### src/rtl/cfg_byte_writer_pkg.sv
// Shared definitions for the byte-serial config link (host writer and synth-side decode).
package cfg_link_pkg;

  localparam int unsigned CFG_STROBE_BIT = 7;
  localparam int unsigned CFG_ADDR0_BIT  = 0;
  localparam int unsigned CFG_ADDR_LSB   = 1;
  localparam int unsigned CFG_ADDR_BITS  = 3;

  typedef enum logic [1:0] {
    ST_IDLE   = 2'd0,
    ST_SETUP  = 2'd1,
    ST_STROBE = 2'd2,
    ST_HOLD   = 2'd3
  } cfg_state_e;

  typedef struct packed {
    logic [CFG_ADDR_BITS-1:0] addr;
    logic [1:0]               be;
    logic [15:0]              data;
  } cfg_entry_t;

  // Largest of the three phase lengths; sizes the shared down-counter.
  function automatic int unsigned cfg_max3(input int unsigned a, input int unsigned b,
                                           input int unsigned c);
    int unsigned m;
    m = a;
    if (b > m) m = b;
    if (c > m) m = c;
    return m;
  endfunction

endpackage

### src/rtl/cfg_byte_writer_if.sv
// Word-write request channel into the config byte writer.
interface cfg_byte_writer_if #(
  parameter int unsigned ADDR_BITS = 3
);
  logic                 in_valid;
  logic                 in_ready;
  logic [ADDR_BITS-1:0] in_addr;
  logic [15:0]          in_data;
  logic [1:0]           in_be;

  modport master (output in_valid, output in_addr, output in_data, output in_be, input in_ready);
  modport slave  (input in_valid, input in_addr, input in_data, input in_be, output in_ready);
endinterface

### src/rtl/cfg_byte_writer_fifo.sv
// Small synchronous FIFO with first-word fall-through read and full/empty flags.
module cfg_fifo #(
  parameter int unsigned WIDTH     = 21,
  parameter int unsigned FIFO_LOG2 = 2
) (
  input  logic             clk,
  input  logic             rst_n,
  input  logic             push,
  input  logic [WIDTH-1:0] wdata,
  input  logic             pop,
  output logic [WIDTH-1:0] rdata,
  output logic             full,
  output logic             empty
);

  localparam int unsigned DEPTH = 32'd1 << FIFO_LOG2;

  logic [WIDTH-1:0]   mem [DEPTH];
  logic [FIFO_LOG2:0] wr_ptr_q;
  logic [FIFO_LOG2:0] rd_ptr_q;
  logic               do_push;
  logic               do_pop;

  // Extra pointer bit distinguishes full from empty when the indices match.
  assign empty   = (wr_ptr_q == rd_ptr_q);
  assign full    = (wr_ptr_q[FIFO_LOG2] != rd_ptr_q[FIFO_LOG2]) &&
                   (wr_ptr_q[FIFO_LOG2-1:0] == rd_ptr_q[FIFO_LOG2-1:0]);
  assign do_push = push & ~full;
  assign do_pop  = pop & ~empty;
  assign rdata   = mem[rd_ptr_q[FIFO_LOG2-1:0]];

  // Storage array, no reset needed.
  always_ff @(posedge clk) begin
    if (do_push) mem[wr_ptr_q[FIFO_LOG2-1:0]] <= wdata;
  end

  // Read/write pointers.
  always_ff @(posedge clk or negedge rst_n) begin
    if (!rst_n) begin
      wr_ptr_q <= '0;
      rd_ptr_q <= '0;
    end else begin
      if (do_push) wr_ptr_q <= wr_ptr_q + (FIFO_LOG2+1)'(1);
      if (do_pop)  rd_ptr_q <= rd_ptr_q + (FIFO_LOG2+1)'(1);
    end
  end

endmodule

### src/rtl/cfg_byte_writer.sv
// Host-side config writer: buffers word writes and emits each enabled byte as a
// setup / strobe / hold transfer on the synth's ui_in / uio_in pins.
module cfg_byte_writer
  import cfg_link_pkg::*;
#(
  parameter int unsigned ADDR_BITS     = 3,
  parameter int unsigned FIFO_LOG2     = 2,
  parameter int unsigned SETUP_CYCLES  = 2,
  parameter int unsigned STROBE_CYCLES = 4,
  parameter int unsigned HOLD_CYCLES   = 2
) (
  input  logic                clk,
  input  logic                rst_n,
  cfg_byte_writer_if.slave    wr,
  output logic [7:0]          cfg_ctrl,
  output logic [7:0]          cfg_data,
  output logic                busy
);

  // ADDR_BITS must leave bit 7 free for the strobe (ADDR_BITS <= 6).
  localparam int unsigned ENTRY_W = ADDR_BITS + 2 + 16;
  localparam int unsigned MAX_CYC = cfg_max3(SETUP_CYCLES, STROBE_CYCLES, HOLD_CYCLES);
  localparam int unsigned CNT_W   = $clog2(MAX_CYC) + 1;

  logic [ENTRY_W-1:0]   push_entry;
  logic [ENTRY_W-1:0]   pop_entry;
  logic [ADDR_BITS-1:0] pop_addr;
  logic [1:0]           pop_be;
  logic [15:0]          pop_data;
  logic                 fifo_full;
  logic                 fifo_empty;
  logic                 push_c;
  logic                 pop_c;

  cfg_state_e           state_q,   state_d;
  logic [CNT_W-1:0]     cnt_q,     cnt_d;
  logic                 phase_q,   phase_d;
  logic                 hi_en_q,   hi_en_d;
  logic [7:0]           hi_byte_q, hi_byte_d;
  logic [7:0]           ctrl_d;
  logic [7:0]           data_d;

  assign push_entry = {wr.in_addr, wr.in_be, wr.in_data};
  assign {pop_addr, pop_be, pop_data} = pop_entry;
  assign push_c      = wr.in_valid & ~fifo_full;
  assign wr.in_ready = ~fifo_full;
  assign busy        = ~fifo_empty | (state_q != ST_IDLE);

  cfg_fifo #(
    .WIDTH     (ENTRY_W),
    .FIFO_LOG2 (FIFO_LOG2)
  ) u_fifo (
    .clk   (clk),
    .rst_n (rst_n),
    .push  (push_c),
    .wdata (push_entry),
    .pop   (pop_c),
    .rdata (pop_entry),
    .full  (fifo_full),
    .empty (fifo_empty)
  );

  // Next-state, counter and output-pin values for the transfer sequencer.
  always_comb begin
    state_d   = state_q;
    cnt_d     = cnt_q;
    phase_d   = phase_q;
    hi_en_d   = hi_en_q;
    hi_byte_d = hi_byte_q;
    ctrl_d    = cfg_ctrl;
    data_d    = cfg_data;
    pop_c     = 1'b0;

    case (state_q)
      ST_IDLE: begin
        if (!fifo_empty) begin
          pop_c = 1'b1;
          // An entry with no byte enables is consumed without a transfer.
          if (pop_be != 2'b00) begin
            state_d   = ST_SETUP;
            cnt_d     = CNT_W'(SETUP_CYCLES - 1);
            phase_d   = ~pop_be[0];
            hi_en_d   = pop_be[0] & pop_be[1];
            hi_byte_d = pop_data[15:8];
            ctrl_d    = '0;
            ctrl_d[CFG_ADDR0_BIT] = ~pop_be[0];
            ctrl_d[CFG_ADDR_LSB +: ADDR_BITS] = pop_addr;
            data_d    = pop_be[0] ? pop_data[7:0] : pop_data[15:8];
          end
        end
      end
      ST_SETUP: begin
        if (cnt_q == '0) begin
          state_d = ST_STROBE;
          cnt_d   = CNT_W'(STROBE_CYCLES - 1);
          ctrl_d[CFG_STROBE_BIT] = 1'b1;
        end else begin
          cnt_d = cnt_q - CNT_W'(1);
        end
      end
      ST_STROBE: begin
        if (cnt_q == '0) begin
          state_d = ST_HOLD;
          cnt_d   = CNT_W'(HOLD_CYCLES - 1);
          ctrl_d[CFG_STROBE_BIT] = 1'b0;
        end else begin
          cnt_d = cnt_q - CNT_W'(1);
        end
      end
      ST_HOLD: begin
        if (cnt_q == '0) begin
          // High byte of a full-word write follows its low byte; address is unchanged.
          if (hi_en_q && !phase_q) begin
            state_d = ST_SETUP;
            cnt_d   = CNT_W'(SETUP_CYCLES - 1);
            phase_d = 1'b1;
            hi_en_d = 1'b0;
            ctrl_d[CFG_ADDR0_BIT] = 1'b1;
            data_d  = hi_byte_q;
          end else begin
            state_d = ST_IDLE;
            cnt_d   = '0;
          end
        end else begin
          cnt_d = cnt_q - CNT_W'(1);
        end
      end
      default: begin
        state_d = ST_IDLE;
        cnt_d   = '0;
      end
    endcase
  end

  // Sequencer state and registered pin drivers; reset drops the strobe immediately.
  always_ff @(posedge clk or negedge rst_n) begin
    if (!rst_n) begin
      state_q   <= ST_IDLE;
      cnt_q     <= '0;
      phase_q   <= 1'b0;
      hi_en_q   <= 1'b0;
      hi_byte_q <= '0;
      cfg_ctrl  <= '0;
      cfg_data  <= '0;
    end else begin
      state_q   <= state_d;
      cnt_q     <= cnt_d;
      phase_q   <= phase_d;
      hi_en_q   <= hi_en_d;
      hi_byte_q <= hi_byte_d;
      cfg_ctrl  <= ctrl_d;
      cfg_data  <= data_d;
    end
  end

endmodule

### src/flat_wrapper.sv
// flat-port wrapper written by rule: the top's interface ports become plain ports
module cfg_byte_writer_flat import cfg_link_pkg::*;
#(
  parameter int unsigned ADDR_BITS     = 3,
  parameter int unsigned FIFO_LOG2     = 2,
  parameter int unsigned SETUP_CYCLES  = 2,
  parameter int unsigned STROBE_CYCLES = 4,
  parameter int unsigned HOLD_CYCLES   = 2
)
  (clk, rst_n, cfg_ctrl, cfg_data, busy, wr_in_valid, wr_in_addr, wr_in_data, wr_in_be, wr_in_ready);
  cfg_byte_writer_if #(.ADDR_BITS(ADDR_BITS)) wr_i ();
  input  logic clk;
  input  logic rst_n;
  output logic [7:0] cfg_ctrl;
  output logic [7:0] cfg_data;
  output logic busy;
  input wire logic [$bits(wr_i.in_valid)-1:0] wr_in_valid;
  input wire logic [$bits(wr_i.in_addr)-1:0] wr_in_addr;
  input wire logic [$bits(wr_i.in_data)-1:0] wr_in_data;
  input wire logic [$bits(wr_i.in_be)-1:0] wr_in_be;
  output wire logic [$bits(wr_i.in_ready)-1:0] wr_in_ready;
  assign wr_i.in_valid = wr_in_valid;
  assign wr_i.in_addr = wr_in_addr;
  assign wr_i.in_data = wr_in_data;
  assign wr_i.in_be = wr_in_be;
  assign wr_in_ready = wr_i.in_ready;
  cfg_byte_writer #(.ADDR_BITS(ADDR_BITS), .FIFO_LOG2(FIFO_LOG2), .SETUP_CYCLES(SETUP_CYCLES), .STROBE_CYCLES(STROBE_CYCLES), .HOLD_CYCLES(HOLD_CYCLES)) u_core (.clk(clk), .rst_n(rst_n), .wr(wr_i), .cfg_ctrl(cfg_ctrl), .cfg_data(cfg_data), .busy(busy));
endmodule
### config.mk
export PLATFORM = sky130hd
export DESIGN_NAME = cfg_byte_writer_flat
export DESIGN_NICKNAME = d
export VERILOG_FILES = /design/src/rtl/cfg_byte_writer_pkg.sv /design/src/rtl/cfg_byte_writer_if.sv /design/src/rtl/cfg_byte_writer_fifo.sv /design/src/rtl/cfg_byte_writer.sv /design/src/flat_wrapper.sv
export SDC_FILE = /design/constraint.sdc
export NUM_CORES = 1
export LEC_CHECK = 0
export CELL_PAD_IN_SITES_DETAIL_PLACEMENT = 0
export CELL_PAD_IN_SITES_GLOBAL_PLACEMENT = 2
export CORE_ASPECT_RATIO = 0.7
export CORE_MARGIN = 4
export CORE_UTILIZATION = 47
export CTS_CLUSTER_DIAMETER = 30
export CTS_CLUSTER_SIZE = 14
export DETAILED_ROUTE_END_ITERATION = 8
export DONT_BUFFER_PORTS = 1
export GPL_ROUTABILITY_DRIVEN = 1
export PLACE_DENSITY = 0.82
export SYNTH_ARGS = -nofsm -noshare
export SYNTH_HDL_FRONTEND = slang
export SYNTH_SLANG_ARGS = --single-unit
export TNS_END_PERCENT = 1
### constraint.sdc
create_clock -name clk -period 2.5 [get_ports clk]
set_input_delay 0.125 -clock clk [delete_from_list [all_inputs] [get_ports clk]]
set_output_delay 0.125 -clock clk [all_outputs]
set_load 0.05 [all_outputs]
; ---- Word level (Yosys, flattened, before mapping)
; Memory sizes are Yosys's and may differ from the RTL's.
; Cells that the tools add are included.
[classes]
mux = 40
reduce_logical = 14
add_sub_neg = 3
bitwise = 8
eq_ne = 12
[ops]
columns = op, n
row1 = 2-to-1 mux 8 bit, 7
row2 = 2-to-1 mux 1 bit, 16
row3 = one-hot mux 8 bit (2 select lines), 1
row4 = 2-to-1 mux 3 bit, 5
row5 = AND reduction 5 bit, 3
row6 = one-hot mux 3 bit (4 select lines), 1
row7 = 2-to-1 mux 2 bit, 5
row8 = != test 2 x 1 -> 1 bit (second input constant), 5
row9 = one-hot mux 2 bit (4 select lines), 1
row10 = adder 3 x 1 -> 3 bit (second input constant), 2
row11 = one-hot mux 1 bit (2 select lines), 3
row12 = nonzero test 2 bit, 3
row13 = bitwise AND 1 bit, 4
row14 = equality test 2 bit (second input constant), 2
row15 = equality test 3 bit, 1
row16 = zero test 3 bit, 1
row17 = NOT 1 bit, 3
row18 = one-hot mux 1 bit (3 select lines), 1
row19 = AND reduction 3 bit, 1
row20 = nonzero test 3 bit, 1
row21 = subtractor 3 x 1 -> 3 bit (second input constant), 1
row22 = equality test 2 x 1 -> 1 bit (second input constant), 1
row23 = equality test 2 bit, 1
row24 = logical AND 1 bit, 2
row25 = 6 further kinds, 6
[totals]
word_cells = 89
ram_bits = 84
mem_count = 1
out_inout_bits = 18
regBits = 34
[mem_list]
columns = name, depth, width, rd, rd_ports_with_merged_regs, write_ports, line_no
row1 = u_core.u_fifo.mem, 4, 21, 1, 0, 1, cfg_byte_writer_fifo.sv:18  ; logic [WIDTH-1:0] mem [DEPTH];

; ---- Logic depth before layout (Yosys ltp)
[depth]
word_depth = 7
ltp_mapped = 7
mapped_depth_nobuf = 6

; ---- Cells and area by module
; From an unflattened synthesis, not the netlist that was laid out.
[unflattened]
hier_cells = 300
hier_area_um2 = 4949.7
[by_module_without_submodules]
columns = mod, seq_area_each_um2, area_per_inst_um2, n_inst, cells_each
row1 = cfg_fifo, 2672.6, 3489.6, 1, 159
row2 = cfg_byte_writer, 700.7, 1460.2, 1, 141

; ---- Worst setup path before layout
; No wires, ideal clock.
[synth_timing]
path_type = register -> register
from = register u_core.u_fifo.rd_ptr_q[0]
to = memory u_core.u_fifo.mem[3][0], enable pin
slack_ns = 0.392
n_path_buf = 1
t_required_ns = 2.119
arrival_time_ns = 1.727
path_stages_with_launch = 5
path_cell_list = dfrtp_1 buf_6 xor2_1 o31a_1 and2_1
[synth_via]
elab_chain_len = 7
[synth_lines]
columns = element, line_no
row1 = start: declaration, cfg_byte_writer_fifo.sv:20  ; logic [FIFO_LOG2:0] rd_ptr_q;
row2 = start signal: assignment, cfg_byte_writer_fifo.sv:44  ; if (do_pop) rd_ptr_q <= rd_ptr_q + (FIFO_LOG2+1)'(1);
row3 = equality test 2 bit (*), cfg_byte_writer_fifo.sv:27  ; (wr_ptr_q[FIFO_LOG2-1:0] == rd_ptr_q[FIFO_LOG2-1:0]);
row4 = logical AND 1 bit (*), cfg_byte_writer_fifo.sv:26  ; assign full = (wr_ptr_q[FIFO_LOG2] != rd_ptr_q[FIFO_LOG2]) &&
row5 = NOT 1 bit (*), "cfg_byte_writer_fifo.sv:28, cfg_byte_writer.sv:45"
row6 = bitwise AND 1 bit, cfg_byte_writer.sv:45  ; assign push_c = wr.in_valid & ~fifo_full;
row7 = bitwise AND 1 bit (*), cfg_byte_writer_fifo.sv:28  ; assign do_push = push & ~full;
row8 = 2-to-1 mux 1 bit (*), cfg_byte_writer_fifo.sv:34  ; if (do_push) mem[wr_ptr_q[FIFO_LOG2-1:0]] <= wdata;
row9 = 2-to-1 mux 1 bit (not written as such) (*), cfg_byte_writer_fifo.sv:34
row10 = end: declaration, cfg_byte_writer_fifo.sv:18
; Every way passes the cells marked *; elsewhere a longest branch is shown, timed or not.

; ---- Final worst setup path
[layout_timing]
from = register u_core.u_fifo.rd_ptr_q[0]
to = register u_core.cfg_ctrl[1]
[layout_via]
elab_chain_len = 3
[layout_lines]
columns = element, line_no
row1 = memory (4 x 21 bit) or equality test 3 bit (tied branches), n/a
row2 = nonzero test 2 bit or NOT 1 bit (tied branches), n/a
row3 = AND reduction 3 bit (no line), n/a
row4 = end signal: assignment, cfg_byte_writer.sv:151  ; cfg_ctrl <= ctrl_d;
row5 = end: declaration, cfg_byte_writer.sv:15  ; output logic [7:0] cfg_ctrl,
; Several ways; a longest one is shown, not always the timed one.
; A chain may end at the register's enable or synchronous reset.

==> flow_metrics.tcl <==
set metrics [dict create \
    status "finished clean" \
    ys_seq_area_share_pct 68.2 \
    clkSlewWorstSetupHoldPaths_ps 50 \
    cts_root_buf "clkbuf_16" \
    place_area_um2 5200 \
    synthFlopType "edfxtp_1" \
    first_iter_violations 145 \
    path_class "reg2reg" \
    die_area_um2 12300 \
    route.met3.wl_um 494 \
    synthTopCellsByArea "edfxtp_1 51%, dfrtp_1 17%, mux4_2 9.6%" \
    relSlewSlack_pct 31.7 \
    max_cap_viol_count 0 \
    clock_skew_ps 6.71 \
    nFillCells 783 \
    ys_ff_latch 118 \
    clock_path_buffers 2 \
    dr_total_vias 2458 \
    yosys_warnings 0 \
    hp-class "in2reg" \
    p_leak_nw 2.25 \
    cp-startpoint "u_core.u_fifo.rd_ptr_q[0]$_DFFE_PN0P_" \
    synth_most_common_cell "edfxtp_1" \
    fin_setup_tns_ps 0 \
    grtUsageTotal_pct 17.2 \
    worst_slack_ps 212 \
    reg2reg_to "u_core.cfg_ctrl[1]$_DFFE_PN0P_" \
    max_slew.worst_pin.slew_ps 1020 \
    multiInputGateArea_um2 1460 \
    netlist_instances 276 \
    synth_common_cells "84 x edfxtp_1, 34 x dfrtp_1, 21 x mux4_2" \
    core_um2 10300 \
    register_area_um2 3370 \
    nets 355 \
    antenna_found_initial 0 \
    first_pass_iters 4 \
    clock_sinks 118 \
    clk_latency_ps 410 \
    vias_per_cell 5.27 \
    synth.distinct_cells 41 \
    required_ps 2790 \
    antenna_left 0 \
    wl_per_cell_um 20.6 \
    synth_enable_flop_cells 84 \
    crit_arrival_ps 2580 \
    grt_pass1_wl_mm 15.0 \
    design_area_um2 6080 \
    endpoint_kind "flip-flop" \
    io_pins 42 \
    topRoutingLayerUsed "met4" \
    dieWidth_um 131 \
    synth_area_um2 4940 \
    power_frac_seq_pct 36.9 \
    h-tree-depth 4 \
    rows 31 \
    grt_overflow 0 \
    async_reset_ff_share_pct 28.8 \
    postSynthAreaPerCell_um2 17.9 \
    ir_drop_mv 0.749 \
    start_util_pct 47.9 \
    min_from "wr_in_valid" \
    cts_tree "yes" \
    die_h_um 93.8 \
    max_freq_mhz 437 \
    rsz0062_at_grt "false" \
    post-place-ws_ps 203 \
    min_to "u_core.u_fifo.wr_ptr_q[0]$_DFFE_PN0P_" \
    p_sw_share_pct 34.1 \
    drc 0 \
    routabilityCongestion 0.756 \
    synth_top_area_share_pct 51.0 \
    timing.final.crit_share_pct 91.5 \
    numCtsBuffers 17 \
    grt_max_degree 35 \
    yosysTopAreaCell "edfxtp_1" \
    post_cts_resized 0 \
    switchingPower_mw 3.17 \
    m1WireLength_mm 4.49 \
    slew_viol_final 0 \
    p_int_mw 6.14 \
    start_kind "flip-flop" \
    clkPwrFrac_pct 28.2 \
    hold_depth 2 \
    r2r_cells 4 \
    r2r_slack_ps 210 \
    crit-reg2reg-launch "u_core.u_fifo.rd_ptr_q[0]$_DFFE_PN0P_" \
    drt-total-wl_mm 9.60 \
    path_max_fanout 11 \
    combinationalPowerShare_pct 34.9 \
    grt_pass1_vias 2656 \
    dp_hpwl_mm 6.03 \
    min_period_ps 2290 \
    setup_viol 0 \
    drive_gt1_share_pct 28.4 \
    wl_met2_mm 4.43 \
    antenna_cells 0 \
    power_density_nw_per_um2 1530 \
    area_growth_pct 22.9 \
    port_buffers 0 \
    finalHoldViolCount 0 \
]
[cell usage in the layout, fill, tap and decap left out, types with 2 or more instances in the layout]
| master | instances |
|---|---|
| clkinvlp_4 | 3 |
| conb_1 | 3 |
| nor2_1 | 6 |
| o21ai_0 | 10 |
| buf_12 | 5 |
| edfxtp_1 | 84 |
| inv_1 | 8 |
| dlygate4sd3_1 | 22 |
| xor2_1 | 4 |
| mux2i_1 | 8 |
| or3_1 | 3 |
| nor3_1 | 3 |
| xnor2_1 | 3 |
| mux2_4 | 10 |
| bufinv_16 | 5 |
| mux2_2 | 15 |
| clkbuf_1 | 2 |
| mux4_2 | 21 |
| a211oi_1 | 2 |
| and3b_1 | 2 |
| ha_1 | 10 |
| clkbuf_16 | 17 |
| and2_1 | 5 |
| nand2b_1 | 2 |
| nand2_1 | 12 |
| a21oi_1 | 2 |
| clkinv_2 | 2 |
| dfrtp_1 | 34 |
| buf_4 | 12 |
[logic make-up (layout without fill, tap and decap cells)]
family	after synthesis	after routing	synth area share (%)
DFF	118	118	68.2
muxes	54	54	17.6
buffers and inverters	23	79	2.38
AOI/OAI and AO/OA	27	27	4.07
and+or+nand+nor	35	35	3.52
xor gates and xnor gates	8	8	1.57
adders and majority gates	10	10	2.53
other	1	3	0.0758
[state kept, by name, indices dropped and copies added, names as in the netlist]
signal                  cells
u_core.cfg_ctrl             5
u_core.cfg_data             8
u_core.cnt_q                3
u_core.hi_byte_q            8
u_core.hi_en_q              1
u_core.phase_q              1
u_core.state_q              2
u_core.u_fifo.mem          84
u_core.u_fifo.rd_ptr_q      3
u_core.u_fifo.wr_ptr_q      3
[final cells by class]
cell class                 instances  share of cell area [%]
timing repair buffer              39                    6.75
tap                              132                    2.72
inverter                           8                   0.494
clock inverter                    13                    3.36
clock buffer                      19                    7.12
multi-input combinational        137                    24.0
sequential                       118                    55.5
[worst max-delay path, cell delays in order, from the launching register on]
cell and delay [ps]:
dfrtp_1 470, mux4_2 440, nor2_1 60, nor2_1 780
mux2_2 420
[routing by layer]
metal  global-route usage (%)  vias to the layer above
li1                         -                     1147
met1                     23.7                     1243
met2                     25.1                       51
met3                     5.80                       17
met4                     7.45                        0
met5                        0                        -
[power by group through the flow]
stage	sequential [mW]	combinational (mW)	clock (mW)
2_1_floorplan	3.36	2.45	0
3_3_place_gp	3.45	3.17	0
3_5_place_dp	3.48	3.23	0
4_1_cts	3.45	3.30	2.68
5_1_grt	3.50	3.54	2.76
6_report	3.43	3.25	2.63
[worst max-delay path by stage]
stage | end | slack [ps] | depth (start not counted)
5_1_grt | u_core.hi_byte_q[4]$_DFFE_PN0P_ | 90 | 4
2_1_floorplan | u_core.u_fifo.mem[3][0]$_DFFE_PP_ | 390 | 4
3_3_place_gp | u_core.cfg_ctrl[3]$_DFFE_PN0P_ | 280 | 4
6_report | u_core.cfg_ctrl[1]$_DFFE_PN0P_ | 210 | 4
3_5_place_dp | u_core.cfg_ctrl[1]$_DFFE_PN0P_ | 200 | 4
4_1_cts | u_core.hi_byte_q[5]$_DFFE_PN0P_ | 190 | 4
[per-stage QoR]
step	power (mW)	hold slack [ps]	instances	utilization (%)
finish	9.31	81.8	466	58.9
detailed placement	6.71	-169	411	50.4
CTS	9.43	55.8	466	58.9
global route	9.80	86.6	466	58.9
global placement	6.62	-169	411	50.4
floorplan	5.81	-171	278	-
[repair_timing]
| item | in CTS | in global routing |
|---|---|---|
| buffers inserted | 0 | 0 |
| endpoints found under the hold margin | 118 | 0 |
| hold buffers | 23 | 0 |
No activity file was read; power rests on OpenSTA's default activity.
